--- config.mk ---
export PLATFORM = sky130hd
export DESIGN_NAME = mmult_opt_mdc_mac_engine
export DESIGN_NICKNAME = d
export VERILOG_FILES = /design/src/rtl/mmult_opt_mdc_package.sv /design/src/rtl/mmult_opt_mdc_acc_narrow.sv /design/src/rtl/mmult_opt_mdc_mac_engine.sv
export SDC_FILE = /design/constraint.sdc
export NUM_CORES = 2
export LEC_CHECK = 0
export BUFFER_PORTS_ARGS = -buffer_cell sky130_fd_sc_hd__buf_4
export CAP_MARGIN = 10
export CORE_AREA = 2 2 255 445
export CTS_CLUSTER_DIAMETER = 30
export DETAILED_ROUTE_END_ITERATION = 8
export DIE_AREA = 0 0 257 447
export GPL_TIMING_DRIVEN = 0
export PLACE_DENSITY = 0.64
export RECOVER_POWER = 25
export REMOVE_ABC_BUFFERS = 1
export SYNTH_ARGS = -nofsm -noshare
export SYNTH_HDL_FRONTEND = slang
export SYNTH_HIERARCHICAL = 1
export SYNTH_SLANG_ARGS = --single-unit
--- constraint.sdc ---
create_clock -name clk_i -period 6.5 [get_ports clk_i]
set_clock_uncertainty 0.2 [all_clocks]
set_input_delay 1.3 -clock clk_i [delete_from_list [all_inputs] [get_ports clk_i]]
set_output_delay 1.3 -clock clk_i [all_outputs]
set_load 0.01 [all_outputs]
--- src/rtl/mmult_opt_mdc_package.sv ---
// Shared control/status structs and FSM encoding for the MDC MAC engine.
package mmult_opt_mdc_package;

  localparam int unsigned CNT_WIDTH = 16;

  typedef struct packed {
    logic                 start;
    logic [CNT_WIDTH-1:0] len;
    logic [CNT_WIDTH-1:0] n_out;
  } ctrl_engine_t;

  typedef struct packed {
    logic                 busy;
    logic                 done;
    logic [CNT_WIDTH-1:0] out_cnt;
  } flags_engine_t;

  typedef enum logic [1:0] {
    ST_IDLE = 2'd0,
    ST_ACC  = 2'd1,
    ST_EMIT = 2'd2,
    ST_DONE = 2'd3
  } state_t;

endpackage

--- src/rtl/mmult_opt_mdc_acc_narrow.sv ---
// Narrows the wide signed accumulator to the stream width; combinational.
// MMULT_OPT_MDC_SAT_EN selects signed saturation, otherwise the low bits wrap.
module mmult_opt_mdc_acc_narrow #(
  parameter int unsigned DATA_WIDTH = 32,
  parameter int unsigned ACC_WIDTH  = 64
) (
  input  logic signed [ACC_WIDTH-1:0]  acc_i,
  output logic        [DATA_WIDTH-1:0] data_o
);

`ifdef MMULT_OPT_MDC_SAT_EN
  localparam logic [DATA_WIDTH-1:0] DATA_MAX = {1'b0, {(DATA_WIDTH-1){1'b1}}};
  localparam logic [DATA_WIDTH-1:0] DATA_MIN = {1'b1, {(DATA_WIDTH-1){1'b0}}};
  localparam logic signed [ACC_WIDTH-1:0] SAT_MAX = ACC_WIDTH'(DATA_MAX);
  localparam logic signed [ACC_WIDTH-1:0] SAT_MIN = ~SAT_MAX;

  always_comb begin
    data_o = acc_i[DATA_WIDTH-1:0];
    if (acc_i > SAT_MAX)      data_o = DATA_MAX;
    else if (acc_i < SAT_MIN) data_o = DATA_MIN;
  end
`else
  logic unused_hi;
  assign unused_hi = ^acc_i[ACC_WIDTH-1:DATA_WIDTH];
  assign data_o    = acc_i[DATA_WIDTH-1:0];
`endif

endmodule

--- src/rtl/mmult_opt_mdc_mac_engine.sv ---
// Streaming MAC: len signed A*B pairs per result, n_out results per job (MMULT_OPT_MDC_SAT_EN: saturate).
// Latency: out_r_valid rises the cycle after the last pair handshake.
// Backpressure: out_r holds until ready; inputs are only taken as a joint pair in ACC.
module mmult_opt_mdc_mac_engine
  import mmult_opt_mdc_package::*;
#(
  parameter int unsigned DATA_WIDTH = 32,
  parameter int unsigned ACC_WIDTH  = 64
) (
  input  logic                    clk_i,
  input  logic                    rst_i,
  input  logic                    enable_i,
  input  logic                    clear_i,
  input  logic [DATA_WIDTH-1:0]   in1_data,
  input  logic                    in1_valid,
  output logic                    in1_ready,
  input  logic [DATA_WIDTH-1:0]   in2_data,
  input  logic                    in2_valid,
  output logic                    in2_ready,
  output logic [DATA_WIDTH-1:0]   out_r_data,
  output logic [DATA_WIDTH/8-1:0] out_r_strb,
  output logic                    out_r_valid,
  input  logic                    out_r_ready,
  input  ctrl_engine_t            ctrl_i,
  output flags_engine_t           flags_o
);

  state_t                      state;
  logic signed [ACC_WIDTH-1:0] acc;
  logic signed [ACC_WIDTH-1:0] a_ext;
  logic signed [ACC_WIDTH-1:0] b_ext;
  logic signed [ACC_WIDTH-1:0] prod;
  logic [CNT_WIDTH-1:0]        k_cnt;
  logic [CNT_WIDTH-1:0]        out_cnt;
  logic [CNT_WIDTH-1:0]        len_q;
  logic [CNT_WIDTH-1:0]        n_out_q;
  logic                        pair_fire;
  logic                        out_fire;
  logic                        last_pair;
  logic                        last_out;

  // A zero-length result never consumes operands.
  assign pair_fire = (state == ST_ACC) && enable_i && in1_valid && in2_valid
                     && (len_q != '0);
  assign out_fire  = (state == ST_EMIT) && enable_i && out_r_ready;
  assign in1_ready = pair_fire;
  assign in2_ready = pair_fire;

  assign a_ext     = {{(ACC_WIDTH-DATA_WIDTH){in1_data[DATA_WIDTH-1]}}, in1_data};
  assign b_ext     = {{(ACC_WIDTH-DATA_WIDTH){in2_data[DATA_WIDTH-1]}}, in2_data};
  assign prod      = a_ext * b_ext;
  assign last_pair = (k_cnt == len_q - 16'd1);
  assign last_out  = ((out_cnt + 16'd1) == n_out_q);

  always_ff @(posedge clk_i or posedge rst_i) begin
    if (rst_i) begin
      state   <= ST_IDLE;
      acc     <= '0;
      k_cnt   <= '0;
      out_cnt <= '0;
      len_q   <= '0;
      n_out_q <= '0;
    end else if (clear_i) begin
      state   <= ST_IDLE;
      acc     <= '0;
      k_cnt   <= '0;
      out_cnt <= '0;
    end else if (enable_i) begin
      case (state)
        ST_IDLE: if (ctrl_i.start) begin
          len_q   <= ctrl_i.len;
          n_out_q <= ctrl_i.n_out;
          acc     <= '0;
          k_cnt   <= '0;
          out_cnt <= '0;
          state   <= (ctrl_i.n_out == '0) ? ST_DONE : ST_ACC;
        end
        ST_ACC: begin
          if (len_q == '0) begin
            state <= ST_EMIT;
          end else if (pair_fire) begin
            acc   <= acc + prod;
            k_cnt <= k_cnt + 16'd1;
            if (last_pair) state <= ST_EMIT;
          end
        end
        ST_EMIT: if (out_fire) begin
          out_cnt <= out_cnt + 16'd1;
          acc     <= '0;
          k_cnt   <= '0;
          state   <= last_out ? ST_DONE : ST_ACC;
        end
        ST_DONE: state <= ST_IDLE;
        default: state <= ST_IDLE;
      endcase
    end
  end

  // Output data comes straight from the registered accumulator, so it is frozen in EMIT.
  mmult_opt_mdc_acc_narrow #(
    .DATA_WIDTH (DATA_WIDTH),
    .ACC_WIDTH  (ACC_WIDTH)
  ) u_narrow (
    .acc_i  (acc),
    .data_o (out_r_data)
  );

  assign out_r_valid = (state == ST_EMIT);
  assign out_r_strb  = '1;
  assign flags_o     = '{busy: (state != ST_IDLE), done: (state == ST_DONE), out_cnt: out_cnt};

endmodule
# Word level (Yosys, flattened, before mapping)

Index checks and enable logic that the tools add are counted.

Bitwise gates (word level): 1
Reductions and logical operators: 18
Add/subtract/negate cells: 4
Multiply operators: 1
Equality and inequality tests: 11
Mux-type cells: 28

Operator list:

| operator                | number |
|---|---|
| $mux W64                | 6 |
| $pmux W64 S3            | 1 |
| $mux W16                | 9 |
| $add A64 B64 Y64        | 1 |
| $mul A32 B32 Y64        | 1 |
| $pmux W16 S3            | 1 |
| $add A16 B1 Y16 const B | 2 |
| $eq A16 B16 Y1          | 2 |
| $logic_not A16 Y1       | 2 |
| $pmux W16 S2            | 1 |
| $mux W2                 | 9 |
| $reduce_bool A16 Y1     | 1 |
| $sub A16 B1 Y16 const B | 1 |
| $ne A3 B3 Y1 const B    | 3 |
| $ne A4 B3 Y1 const B    | 2 |
| $pmux W2 S4             | 1 |
| $reduce_and A4 Y1       | 2 |
| $logic_and A1 B1 Y1     | 6 |
| $reduce_and A6 Y1       | 1 |
| $reduce_and A5 Y1       | 1 |
| $eq A2 B2 Y1 const B    | 2 |
| $reduce_bool A2 Y1      | 2 |
| $reduce_bool A4 Y1      | 1 |
| $ne A3 B2 Y1 const B    | 1 |
| other kinds (4)         | 4 |

Input port bits: 104
Bits in registers: 130
Output and inout port bits: 57

# Depth between registers and ports, before layout

Word-level depth: 10
Depth in mapped cells: 27
Gate-level depth less buffers: 26

# Hierarchy

The synthesis kept the hierarchy.

By module, submodules not included:

| module                   | cells an instance | area an instance (um^2) | instances |
|---|---|---|---|
| mmult_opt_mdc_mac_engine | 4930              | 46175.5                 | 1 |
| mmult_opt_mdc_acc_narrow | 32                | 240.2                   | 1 |

# Worst setup path before layout

Ideal clock, no wire load.

Path kind: input to register
From: in in2_data[0]
To: reg acc[52]
Arrival: 9309 ps
Setup slack: -3150 ps
Library setup time: 141 ps
Stages on the path: 28
Buffers on the path: 3
Cell sequence: clkbuf_1 > nand2_1 > fa_1 > fa_1 > inv_1 > fa_1 > inv_1 > fa_1 > inv_1 > fa_1 > fa_1 > fa_1 > inv_1 > fa_1 > inv_1 > ha_1 > clkbuf_1 > and3_1 > and4_1 > a21oi_1 > o21ai_0 > nor4_1 > or2_0 > clkbuf_1 > o221ai_1 > a21oi_1 > xor2_1 > o22ai_1

Cells in the longest elaborated chain, start to end: 7

RTL lines:

| element              | RTL line                       | text |
|---|---|---|
| start, declared      | mmult_opt_mdc_mac_engine.sv:17 | `input logic [DATA_WIDTH-1:0] in2_data,` |
| $mul A32 B32 Y64     | mmult_opt_mdc_mac_engine.sv:51 | `assign prod = a_ext * b_ext;` |
| $add A64 B64 Y64     | mmult_opt_mdc_mac_engine.sv:82 | `acc <= acc + prod;` |
| $mux W64             | mmult_opt_mdc_mac_engine.sv:81 | `end else if (pair_fire) begin` |
| $mux W64             | mmult_opt_mdc_mac_engine.sv:79 | `if (len_q == '0) begin` |
| $pmux W64 S3         | mmult_opt_mdc_mac_engine.sv:69 | `case (state)` |
| $mux W64             | mmult_opt_mdc_mac_engine.sv:68 | `end else if (enable_i) begin` |
| $mux W64             | mmult_opt_mdc_mac_engine.sv:63 | `end else if (clear_i) begin` |
| end signal, assigned | mmult_opt_mdc_mac_engine.sv:82 |  |
| end, declared        | mmult_opt_mdc_mac_engine.sv:29 | `logic signed [ACC_WIDTH-1:0] acc;` |

Every way passes these cells. The select of a mux whose other input is x is not followed.
A chain may end at the register's enable or synchronous reset.

# Worst setup path in the final report

From: in in2_data[6]
To: reg acc[26]

Same word-level chain as after synthesis.

==> impl_results.md <==
- Final Hold Fails: 0
- Worst setup EP type: flip-flop
- Via count: 17,287
- DR pass1 iterations: 7
- Setup CP Type: input pin to flip-flop
- Core Util, Final: 0.2449
- Crit-path max FO: 6
- H-tree depth: 3
- Port buffer count: 156
- Initial antenna violation count: 11
- Initial DRC Count: 722
- Final Net Count: 3,264
- Vias in the first global route: 19,261
- Placer Congestion: 0.8560
- Clock Pin Slew Worst Setup and Hold Paths: 90 ps
- Num CTS Buffers: 9
- Starting density of the core: 0.2045
- Post-DRT Antenna Nets: 0
- Crit path largest cell delay: 590 ps
- Post-Syn Instances: 2,556
- CTS Root Cell: clkbuf_16
- Die outline height: 447 um
- YS warnings: 6
- I/O pin count: 161
- Crit path max-delay family: adder cells
- PnR worst setup slack: -906.2 ps
- Die ar.: 114,900 sq um
- Slowest-stage cell, CP: fa_2
- Max clock buf depth: 2
- Max-slew violations: 101
- Worst-Margin Slew: 3192 ps
- Status: finished with violations
- Drt wl/cell: 18.75 um
- # DRC: 0
- CTS tree: yes
- Clk_lat worst skew: 380 ps
- Final WL: 75,390 um
- FP Rows: 162
- Cell Area, Synth: 22,760 sq um
- Max Freq: 135.0 MHz
- Total GRT Usage: 0.1309
- Worst setup SP type: input pin
- Vias per cell: 4.300
- Core area: 111,300 sq um
- Crit path arrival time: 7470 ps
- WP buf/inv: 7
- Synthesized area per cell: 8.904 sq um
- Reg area: 2452 sq um
- Hpwl dp: 54,940 um
- Hold crit path type: flip-flop to flip-flop
- Multi-input logic area: 18,180 sq um
- Gr ovfl total: 0
- Area delta synth->final: 19.73%
- Final critical-path required period: 7406 ps
- Layout cells sized above 1: 0.1728
- CP dominant cell by count: fa_1
- First-pass GRT wire length: 113,300 um
- Period utilisation layout: 1.139
- Setup violations, final: 18
- Die extent in x: 257 um
- CTS Sinks: 98
- Failing checks: capacitance limit, slew limit, setup timing
- Largest net degree at the start of global routing: 59
- Max_cap viols: 2
- Req. time, crit path: 6570 ps
- Slew margin rel.: -1.128
- RSZ-0062 raised after global routing: true
- # fillers: 11,858
==> cell type report <==
class,instances,share of cell area
clock inverter,7,0.002801
antenna,4,0.0003673
multi-input combinational,1698,0.6672
clock buffer,9,0.008265
tap,1476,0.06777
inverter,524,0.07223
timing repair buffer,204,0.09137
sequential,98,0.08999
==> path summary, 6_finish.rpt <==
check / start / end / slack, ps / cells past startpoint
max: in2_data[6] / acc[26] / -910 / 26
min: acc[19] / acc[19] / 310 / 2
max reg2reg: acc[17] / acc[30] / -180 / 22
min reg2reg: acc[19] / acc[19] / 310 / 2
max in group asynchronous: rst_i / k_cnt[1] / 960 / 3
min in group asynchronous: rst_i / n_out_q[4] / 1350 / 2
==> per-stage QoR <==
stage	worst slack [ps]	instances	instance area, sq um	setup TNS [ps]	hold slack [ps]
2_1_floorplan	-912.7	2320	21730	-10010	294.4
3_3_place_gp	-1982	3952	24750	-31080	288.5
3_5_place_dp	-1930	3955	24840	-29110	301.0
4_1_cts	-885.1	4004	26610	-9992	322.2
5_1_grt	-1063	4017	27240	-13010	342.7
6_report	-906.2	4020	27250	-10350	314.2
==> timing repair <==
| action | CTS | global route |
|---|---|---|
| setup buffers | 18 | 10 |
| hold buffers | 0 | 0 |
| resized for setup | 217 | 135 |
| pin swaps | 48 | 78 |
| endpoints found under the setup margin | 21 | 21 |
| gates cloned | 15 | 3 |
==> sequential cells by signal (all words and copies together), names as in the netlist <==
name / flops
k_cnt: 16
out_cnt: 16
n_out_q: 16
state: 2
acc: 32
len_q: 16
==> placed cells by master, fill, tap and decap left out, drive strengths merged, types with 7 or more instances in the layout <==
master / instances
nor2: 42
clkbuf: 14
inv: 527
nor4: 8
fa: 470
and2: 253
buf: 197
a21o: 9
and3: 14
a21oi: 39
ha: 155
nand3: 26
o31ai: 14
nand2b: 10
xnor2: 33
or3: 7
dfrtp: 98
nand2: 380
xor2: 39
nand4: 11
o22ai: 8
o21ai: 86
mux2: 33
==> worst reg2reg max path, cell delays in order, from the launching register on <==
cell and delay, ps:
dfrtp_1 360, inv_1 80, fa_1 510, fa_1 560
inv_1 50, fa_1 470, inv_1 60, fa_1 490
fa_1 490, inv_1 40, ha_1 280, fa_1 490
inv_1 50, fa_1 500, inv_1 70, ha_4 240
a211oi_2 210, nand2_2 150, a221oi_4 340, o21ai_4 140
o41ai_4 400, xor2_1 260, o31ai_1 100
==> routing by layer <==
metal	up-vias	GRT usage	wire [um]
li1	7437	-	-
met1	8892	0.1225	23730
met2	656	0.2490	40220
met3	284	0.02820	4592
met4	18	0.09358	6736
met5	-	0	104
Power is left out: the tool's default activity adds up to more than one toggle a clock period on the data nets, which glitch-free logic cannot reach.
